File: src/rtl/control_selector_frecuencias_pkg.sv
// Shared definitions for the frequency selector controller and its mux:
// select width, saturation limits, FSM encoding and the saturating step.
package control_selector_frecuencias_pkg;

    localparam int SELECTOR_W = 3;
    localparam logic [SELECTOR_W-1:0] SEL_MAX = 3'b111;
    localparam logic [SELECTOR_W-1:0] SEL_MIN = '0;
    localparam logic [SELECTOR_W-1:0] SEL_UNO = 3'b001;

    typedef enum logic [1:0] {
        IDLE   = 2'd0,
        ESPERA = 2'd1,
        APLICA = 2'd2
    } estado_t;

    // One saturating step of the target; simultaneous up/down requests cancel.
    function automatic logic [SELECTOR_W-1:0] paso_saturado(
        input logic [SELECTOR_W-1:0] actual,
        input logic                  sube,
        input logic                  baja
    );
        logic [SELECTOR_W-1:0] resultado;
        resultado = actual;
        if (sube && !baja && actual != SEL_MAX) begin
            resultado = actual + SEL_UNO;
        end else if (baja && !sube && actual != SEL_MIN) begin
            resultado = actual - SEL_UNO;
        end
        return resultado;
    endfunction

endpackage

File: src/rtl/control_selector_frecuencias_antirrebote.sv
// Button conditioner: 2-flop synchronizer, stable-time debounce counter and a
// one-cycle pulse on each 0->1 change of the debounced level.
module antirrebote #(
    parameter int DEB_CYCLES = 16
) (
    input  logic Clk,
    input  logic Reset,
    input  logic entrada,
    output logic flanco
);

    localparam logic [15:0] CNT_FIN = 16'(DEB_CYCLES - 1);

    logic [1:0]  sync_q;
    logic [15:0] cnt_q;
    logic        nivel_q;

    // Synchronize, time how long the input disagrees with the level, flip the level once stable.
    always_ff @(posedge Clk or negedge Reset) begin
        if (!Reset) begin
            sync_q  <= '0;
            cnt_q   <= '0;
            nivel_q <= 1'b0;
            flanco  <= 1'b0;
        end else begin
            // NOTE: non-blocking assignments keep every flop sampling pre-edge values, so the
            // shift register and counter behave as hardware regardless of statement order.
            sync_q <= {sync_q[0], entrada};
            flanco <= 1'b0;
            if (sync_q[1] == nivel_q) begin
                cnt_q <= '0;
            end else if (cnt_q == CNT_FIN) begin
                cnt_q   <= '0;
                nivel_q <= sync_q[1];
                flanco  <= sync_q[1];
            end else begin
                cnt_q <= cnt_q + 16'd1;
            end
        end
    end

endmodule

File: src/rtl/control_selector_frecuencias.sv
// Frequency selector controller: debounced up/down buttons move a saturating
// target; the target is committed to Selector only on an Fsw falling edge or
// after a timeout, so the mux never switches mid-period.
module control_selector_frecuencias
    import control_selector_frecuencias_pkg::*;
#(
    parameter int DEB_CYCLES     = 16,
    parameter int TIMEOUT_CYCLES = 1024
) (
    input  logic                  Clk,
    input  logic                  Reset,
    input  logic                  Btn_Up,
    input  logic                  Btn_Down,
    input  logic                  Fsw,
    output logic [SELECTOR_W-1:0] Selector,
    output logic                  Pendiente,
    output logic                  Cambio
);

    localparam logic [15:0] TIMEOUT_FIN = 16'(TIMEOUT_CYCLES - 1);

    logic                  up_edge;
    logic                  down_edge;
    logic [2:0]            fsw_q;
    logic                  fsw_bajada;

    estado_t               estado_q, estado_d;
    logic [SELECTOR_W-1:0] target_q, target_d;
    logic [15:0]           timeout_q, timeout_d;
    logic [SELECTOR_W-1:0] selector_d;
    logic                  pendiente_d;
    logic                  cambio_d;

    antirrebote #(.DEB_CYCLES(DEB_CYCLES)) u_antirrebote_up (
        .Clk    (Clk),
        .Reset  (Reset),
        .entrada(Btn_Up),
        .flanco (up_edge)
    );

    antirrebote #(.DEB_CYCLES(DEB_CYCLES)) u_antirrebote_down (
        .Clk    (Clk),
        .Reset  (Reset),
        .entrada(Btn_Down),
        .flanco (down_edge)
    );

    // Fsw synchronizer plus one history stage for falling-edge detection.
    always_ff @(posedge Clk or negedge Reset) begin
        if (!Reset) begin
            fsw_q <= '0;
        end else begin
            fsw_q <= {fsw_q[1:0], Fsw};
        end
    end

    assign fsw_bajada = fsw_q[2] & ~fsw_q[1];

    // Next-state and output decode; the target tracks requests in every state.
    always_comb begin
        // NOTE: every output of this block gets a default first, so no path can infer a latch.
        estado_d    = estado_q;
        target_d    = paso_saturado(target_q, up_edge, down_edge);
        timeout_d   = timeout_q;
        selector_d  = Selector;
        pendiente_d = Pendiente;
        cambio_d    = 1'b0;
        case (estado_q)
            IDLE: begin
                if (target_d != Selector) begin
                    estado_d    = ESPERA;
                    timeout_d   = '0;
                    pendiente_d = 1'b1;
                end
            end
            ESPERA: begin
                if (target_d == Selector) begin
                    estado_d    = IDLE;
                    pendiente_d = 1'b0;
                end else if (fsw_bajada || timeout_q == TIMEOUT_FIN) begin
                    estado_d = APLICA;
                end else begin
                    timeout_d = timeout_q + 16'd1;
                end
            end
            APLICA: begin
                selector_d  = target_q;
                cambio_d    = 1'b1;
                pendiente_d = 1'b0;
                estado_d    = IDLE;
            end
            default: begin
                estado_d    = IDLE;
                pendiente_d = 1'b0;
            end
        endcase
    end

    // State, target, timeout and registered outputs.
    always_ff @(posedge Clk or negedge Reset) begin
        if (!Reset) begin
            estado_q  <= IDLE;
            target_q  <= SEL_MIN;
            timeout_q <= '0;
            Selector  <= SEL_MIN;
            Pendiente <= 1'b0;
            Cambio    <= 1'b0;
        end else begin
            estado_q  <= estado_d;
            target_q  <= target_d;
            timeout_q <= timeout_d;
            Selector  <= selector_d;
            Pendiente <= pendiente_d;
            Cambio    <= cambio_d;
        end
    end

endmodule

File: config.mk
export PLATFORM = sky130hd
export DESIGN_NAME = control_selector_frecuencias
export DESIGN_NICKNAME = d
export VERILOG_FILES = /design/src/rtl/control_selector_frecuencias_pkg.sv /design/src/rtl/control_selector_frecuencias_antirrebote.sv /design/src/rtl/control_selector_frecuencias.sv
export SDC_FILE = /design/constraint.sdc
export NUM_CORES = 1
export LEC_CHECK = 0
export BUFFER_PORTS_ARGS = -buffer_cell sky130_fd_sc_hd__buf_4
export CORE_MARGIN = 5
export CORE_UTILIZATION = 50
export DETAILED_ROUTE_END_ITERATION = 16
export GPL_TIMING_DRIVEN = 0
export PLACE_DENSITY = 0.66
export RECOVER_POWER = 50
export SLEW_MARGIN = 20
export SYNTH_ARGS = -nofsm -noshare
export SYNTH_HDL_FRONTEND = slang
export SYNTH_SLANG_ARGS = --single-unit
File: constraint.sdc
create_clock -name Clk -period 2.57 [get_ports Clk]
set_input_delay 0.6425 -clock Clk [delete_from_list [all_inputs] [get_ports Clk]]
set_output_delay 0.6425 -clock Clk [all_outputs]
set_load 0.01 [all_outputs]
== Word-level counts from Yosys, hierarchy flattened ==
Cells that the tools add are included.
Storage, ports and cells
  output and inout bits: 5
  bits in registers: 69
Cells by class
  $add $sub $neg: 5
  bitwise logic cells: 4
  eq/ne operators: 15
  muxes and demuxes: 22
  reductions and logical operators: 15
Operators with widths (number)
  $mux 16: 7
  $add 16x1->16 const B: 3
  $eq 16x4->1 const B: 2
  $pmux 16 s2: 1
  $eq 16x10->1 const B: 1
  $ne 2x2->1 const B: 4
  $reduce_and 2->1: 4
  $mux 1: 7
  $mux 2: 3
  $mux 3: 2
  $ne 3x3->1 const B: 2
  $logic_and 1x1->1: 4
  $pmux 2 s2: 1
  $reduce_and 4->1: 1
  $add 3x1->3 const B: 1
  $eq 3x3->1: 1
  $ne 3x3->1: 1
  $not 1->1: 3
  $reduce_bool 3->1: 1
  $sub 3x1->3 const B: 1
  $eq 1x1->1: 2
  $eq 2x1->1 const B: 1
  $eq 2x2->1 const B: 1
  $logic_not 1->1: 2
  5 further kinds: 5

== Depth between registers and ports, before layout ==
  depth after elaboration: 8
  mapped depth: 9
  depth with buffers taken out: 8

== Cells and area by module ==
A second synthesis with hierarchy kept.
Second synthesis, totals
  cell total of the unflattened synthesis: 348
  area, all modules: 3577.2 um2
Modules (own cells, without submodules)
  antirrebote: area an instance 960.9 um2, seq. area each 500.5 um2, cells each 85, instances 2
  control_selector_frecuencias: area an instance 1655.3 um2, seq. area each 725.7 um2, cells each 178, instances 1

== Least setup slack after synthesis ==
Ideal clock, no wire load.
  path kind: reg-to-reg
  from: register target_q[0]
  to: register timeout_q[2]
  data arrival time: 2.206 ns
  library setup time: 0.126 ns
  cell stages (with the launch flop): 10
  path buffers: 1
  period minus slack after synthesis: 2.332 ns
  data required time: 2.444 ns
  path slack: 0.238 ns
  cells stage by stage: dfrtp_1 > ha_1 > ha_1 > inv_1 > o311a_1 > or3_1 > nand4_4 > nor2_2 > buf_6 > a221o_1
Between the ends
  cells in the longest elaborated chain, start to end: 7
RTL lines
  start: declaration: line control_selector_frecuencias.sv:28  | logic [SELECTOR_W-1:0] target_q, target_d;
  start signal: assignment: line control_selector_frecuencias.sv:110  | target_q <= target_d;
  parallel branches: the longest is 3 deep, another holds $sub 3x1->3
  $mux 3 *: line control_selector_frecuencias_pkg.sv:24  | if (sube && !baja && actual != SEL_MAX) begin
  $eq 3x3->1 / $ne 3x3->1 (equally long branches): line control_selector_frecuencias.sv:77, control_selector_frecuencias.sv:70
  $ne 2x2->1 (no source line)
  $reduce_and 4->1 (no source line) *
  end signal: assignment: line control_selector_frecuencias.sv:111  | timeout_q <= timeout_d;
  end: declaration: line control_selector_frecuencias.sv:29  | logic [15:0] timeout_q, timeout_d;
Every way passes the cells marked *.
A chain may end at the register's enable or synchronous reset.

== Worst setup path after layout ==
Ends and elaborated chain as after synthesis.

==> flow_summary.json <==
{
  "status": "complete, but fails checks",
  "violations": "capacitance limit, slew limit",
  "synth_compound_area_share_pct": 12.7,
  "io-pin-count": 10,
  "clkSlewWorstSetupHoldPaths_ns": 0.08,
  "cp-start-kind": "flip-flop",
  "antenna_cells": 0,
  "placed_cells": 458,
  "relSlewSlack_pct": -10.7,
  "cap_violations": 1,
  "cts_tree": "done",
  "netlist.area_leader.share_pct": 49.2,
  "viasPerCell": 5.55,
  "grt_max_degree": 70,
  "dp_slack_ns": -0.0475,
  "timing.critical_path.buf_inv": 1,
  "p_leak_nw": 1.68,
  "fmax_mhz": 401,
  "cts_root_buf": "clkbuf_8",
  "synth_top_family_by_area": "simple AND/OR/NAND/NOR gates",
  "ctsHtreeMaxLevel": 3,
  "cp-startpoint": "target_q[0]",
  "hold_viol_final": 0,
  "crit_slowest_cell": "dfrtp_1",
  "min_to": "u_antirrebote_up.sync_q[1]",
  "hold_class": "reg -> reg",
  "die_x_um": 93.8,
  "reg2reg_to": "timeout_q[2]",
  "reg2reg_from": "target_q[0]",
  "drc_errors": 0,
  "io_buffers": 9,
  "syn-num-nets": 365,
  "synthMuxAreaShare_pct": 0.962,
  "synth-adder-area-share_pct": 2.49,
  "synth.area.top_cells": "dfrtp_1 (49%), nor2_1 (3.8%), o211ai_1 (3.6%)",
  "fill_cells": 600,
  "slowest_delay_ns": 0.44,
  "initial_core_util_pct": 51.4,
  "r2r_slack_ns": 0.08,
  "synth.yosys.seq_area_share_pct": 49.2,
  "synthArstFlopShare_pct": 100,
  "grt_pass1_wl_um": 11600,
  "routed_wl_um": 6800,
  "finalWorstSetupSlack_ns": 0.0777,
  "period_minus_slack_ns": 2.49,
  "num_rows": 30,
  "critical_path_required_ns": 2.79,
  "powerDensity_nw_per_um2": 494,
  "die_h_um": 93.8,
  "drive_gt1_share_pct": 14.3,
  "cts_sinks": 69,
  "holdPathStages": 0,
  "ys_types": 54,
  "synth_top_area_cell": "dfrtp_1",
  "cts_buffer_depth": 2,
  "synth-simple-area-share_pct": 23.7,
  "fin_skew_ns": 0.00912,
  "tns_ns": 0,
  "synth_flop_cell": "dfrtp_1",
  "reg2reg_depth": 9,
  "synth-edff-count": 0,
  "crit_chain": "ha_2, ha_1, nor4bb_1, a311oi_1, or3_1, nand4_4, nor2_2, buf_6, a221o_1",
  "clk_latency_ns": 0.34,
  "vdd_drop_max_v": 0.000450,
  "synthesis.area_um2": 3510,
  "postSynthRegisterBits": 69,
  "core_um2": 6830,
  "drt.antenna.violating_nets": 0,
  "synth_warnings": 0,
  "die_area_um2": 8800,
  "drt_iter0_drc": 66,
  "grt_usage_pct": 16.7,
  "synthCells": 353,
  "via_count": 2669,
  "antenna_found_initial": 0,
  "cp.arrival_ns": 2.72,
  "yosysMostFrequentCell": "dfrtp_1",
  "setup_viol": 0,
  "globalplace.congestion": 0.875,
  "syn_avg_cell_area_um2": 9.95,
  "min_from": "u_antirrebote_up.sync_q[0]",
  "slew_violations": 70,
  "wire_per_inst_um": 14.1,
  "area_growth_pct": 12.8,
  "grt_overflow": 0,
  "crit_type": "reg -> reg",
  "synth_xor_area_share_pct": 7.41,
  "fin_cells": 481,
  "critPathCaptureType": "flip-flop",
  "tightest_slew_ns": 1.66,
  "crit_fanout": 10,
  "path_delay_family": "simple AND/OR/NAND/NOR gates",
  "ys_top_cells_by_count": "dfrtp_1 (69), nor2_1 (36), nand2_1 (25)",
  "fin_crit_sh_pct": 97.0,
  "cts_inserted_buffers": 9,
  "hpwlAfterDp_um": 4490,
  "final_net_count": 392,
  "first_pass_iters": 4,
  "grt_pass1_vias": 2497
}
## power by group
part           internal, mW  switching (mW)
registers              1.10         0.00822
clock network         0.378           0.415
logic                0.0157          0.0388
total                  1.49           0.462
## worst max-delay path by stage
stage / end / slack [ns] / cells after the start
after floorplan: timeout_q[2] / 0.24 / 9
after global placement: timeout_q[5] / -0.03 / 9
after detailed placement: timeout_q[7] / -0.05 / 9
after CTS: timeout_q[2] / 0.03 / 9
after global routing: timeout_q[7] / -0.006 / 9
final: timeout_q[2] / 0.08 / 9
## sequential cells by signal, indices dropped and copies added (netlist names), 2 cells and up
register and flops:
Selector 3, u_antirrebote_down.sync_q 2, estado_q 2, u_antirrebote_down.cnt_q 16, timeout_q 16, target_q 3, fsw_q 3, u_antirrebote_up.sync_q 2
u_antirrebote_up.cnt_q 16
## stage by stage
step	total power, mW	instance area [um^2]	hold WS (ns)	utilization, %
after CTS	1.98	3890	0.352	57.0
after floorplan	1.15	3510	0.331	-
after detailed placement	1.19	3700	0.337	54.2
after global routing	2.04	3960	0.362	58.0
after global placement	1.19	3700	0.334	54.2
final	1.96	3960	0.352	58.0
## repair_timing
action / 4_1_cts / 5_1_grt
setup endpoints to repair: 12 / 13
pin swaps: 1 / 7
hold buffers: 0 / 0
resized for setup: 3 / 4
buffers inserted: 0 / 7
## layout make-up
| class | count | area, um^2 | share of cell area (%) |
|---|---|---|---|
| Sequential cell | 69 | 1730 | 43.6 |
| Buffer | 7 | 45.0 | 1.14 |
| Tap cell | 96 | 120 | 3.03 |
| Timing Repair Buffer | 16 | 118 | 2.97 |
| Clock inverter | 5 | 35.0 | 0.884 |
| Clock buffer | 11 | 141 | 3.57 |
| Inverter | 22 | 82.6 | 2.08 |
| Multi-Input combinational cell | 255 | 1690 | 42.8 |
## metal layers
layer / track usage [%] / up-vias / routed length (um)
li1: - / 1335 / -
met5: 0 / - / 0
met3: 5.61 / 9 / 275
met2: 26.5 / 44 / 3180
met1: 21.7 / 1281 / 3260
met4: 5.17 / 0 / 87
## layout by cell type (no fill, tap or decap), drive strengths merged, types with 12 or more instances in the layout
cell    count
dfrtp      69
nor2       37
nand2      25
nand3      23
inv        22
clkbuf     18
o211ai     17
o21ai      16
xor2       15
buf        15
nand4      13
xnor2      13
or3        12
## worst register-to-register path: cells and delay by family, from the launching register on
kind                       cells  cell delay (ns)
and+or+nand+nor                4             0.90
AOI/OAI and AO/OA              2             0.46
DFF                            1             0.44
adders and majority gates      2             0.44
buffers and inverters          1             0.15
## logic make-up after synthesis
group,Yosys count
adders and majority gates,7
buffers and inverters,29
DFF,69
xor gates and xnor gates,28
and+or+nand+nor,155
muxes,3
AOI/OAI and AO/OA,62
Power figures use the tool's default switching activity.
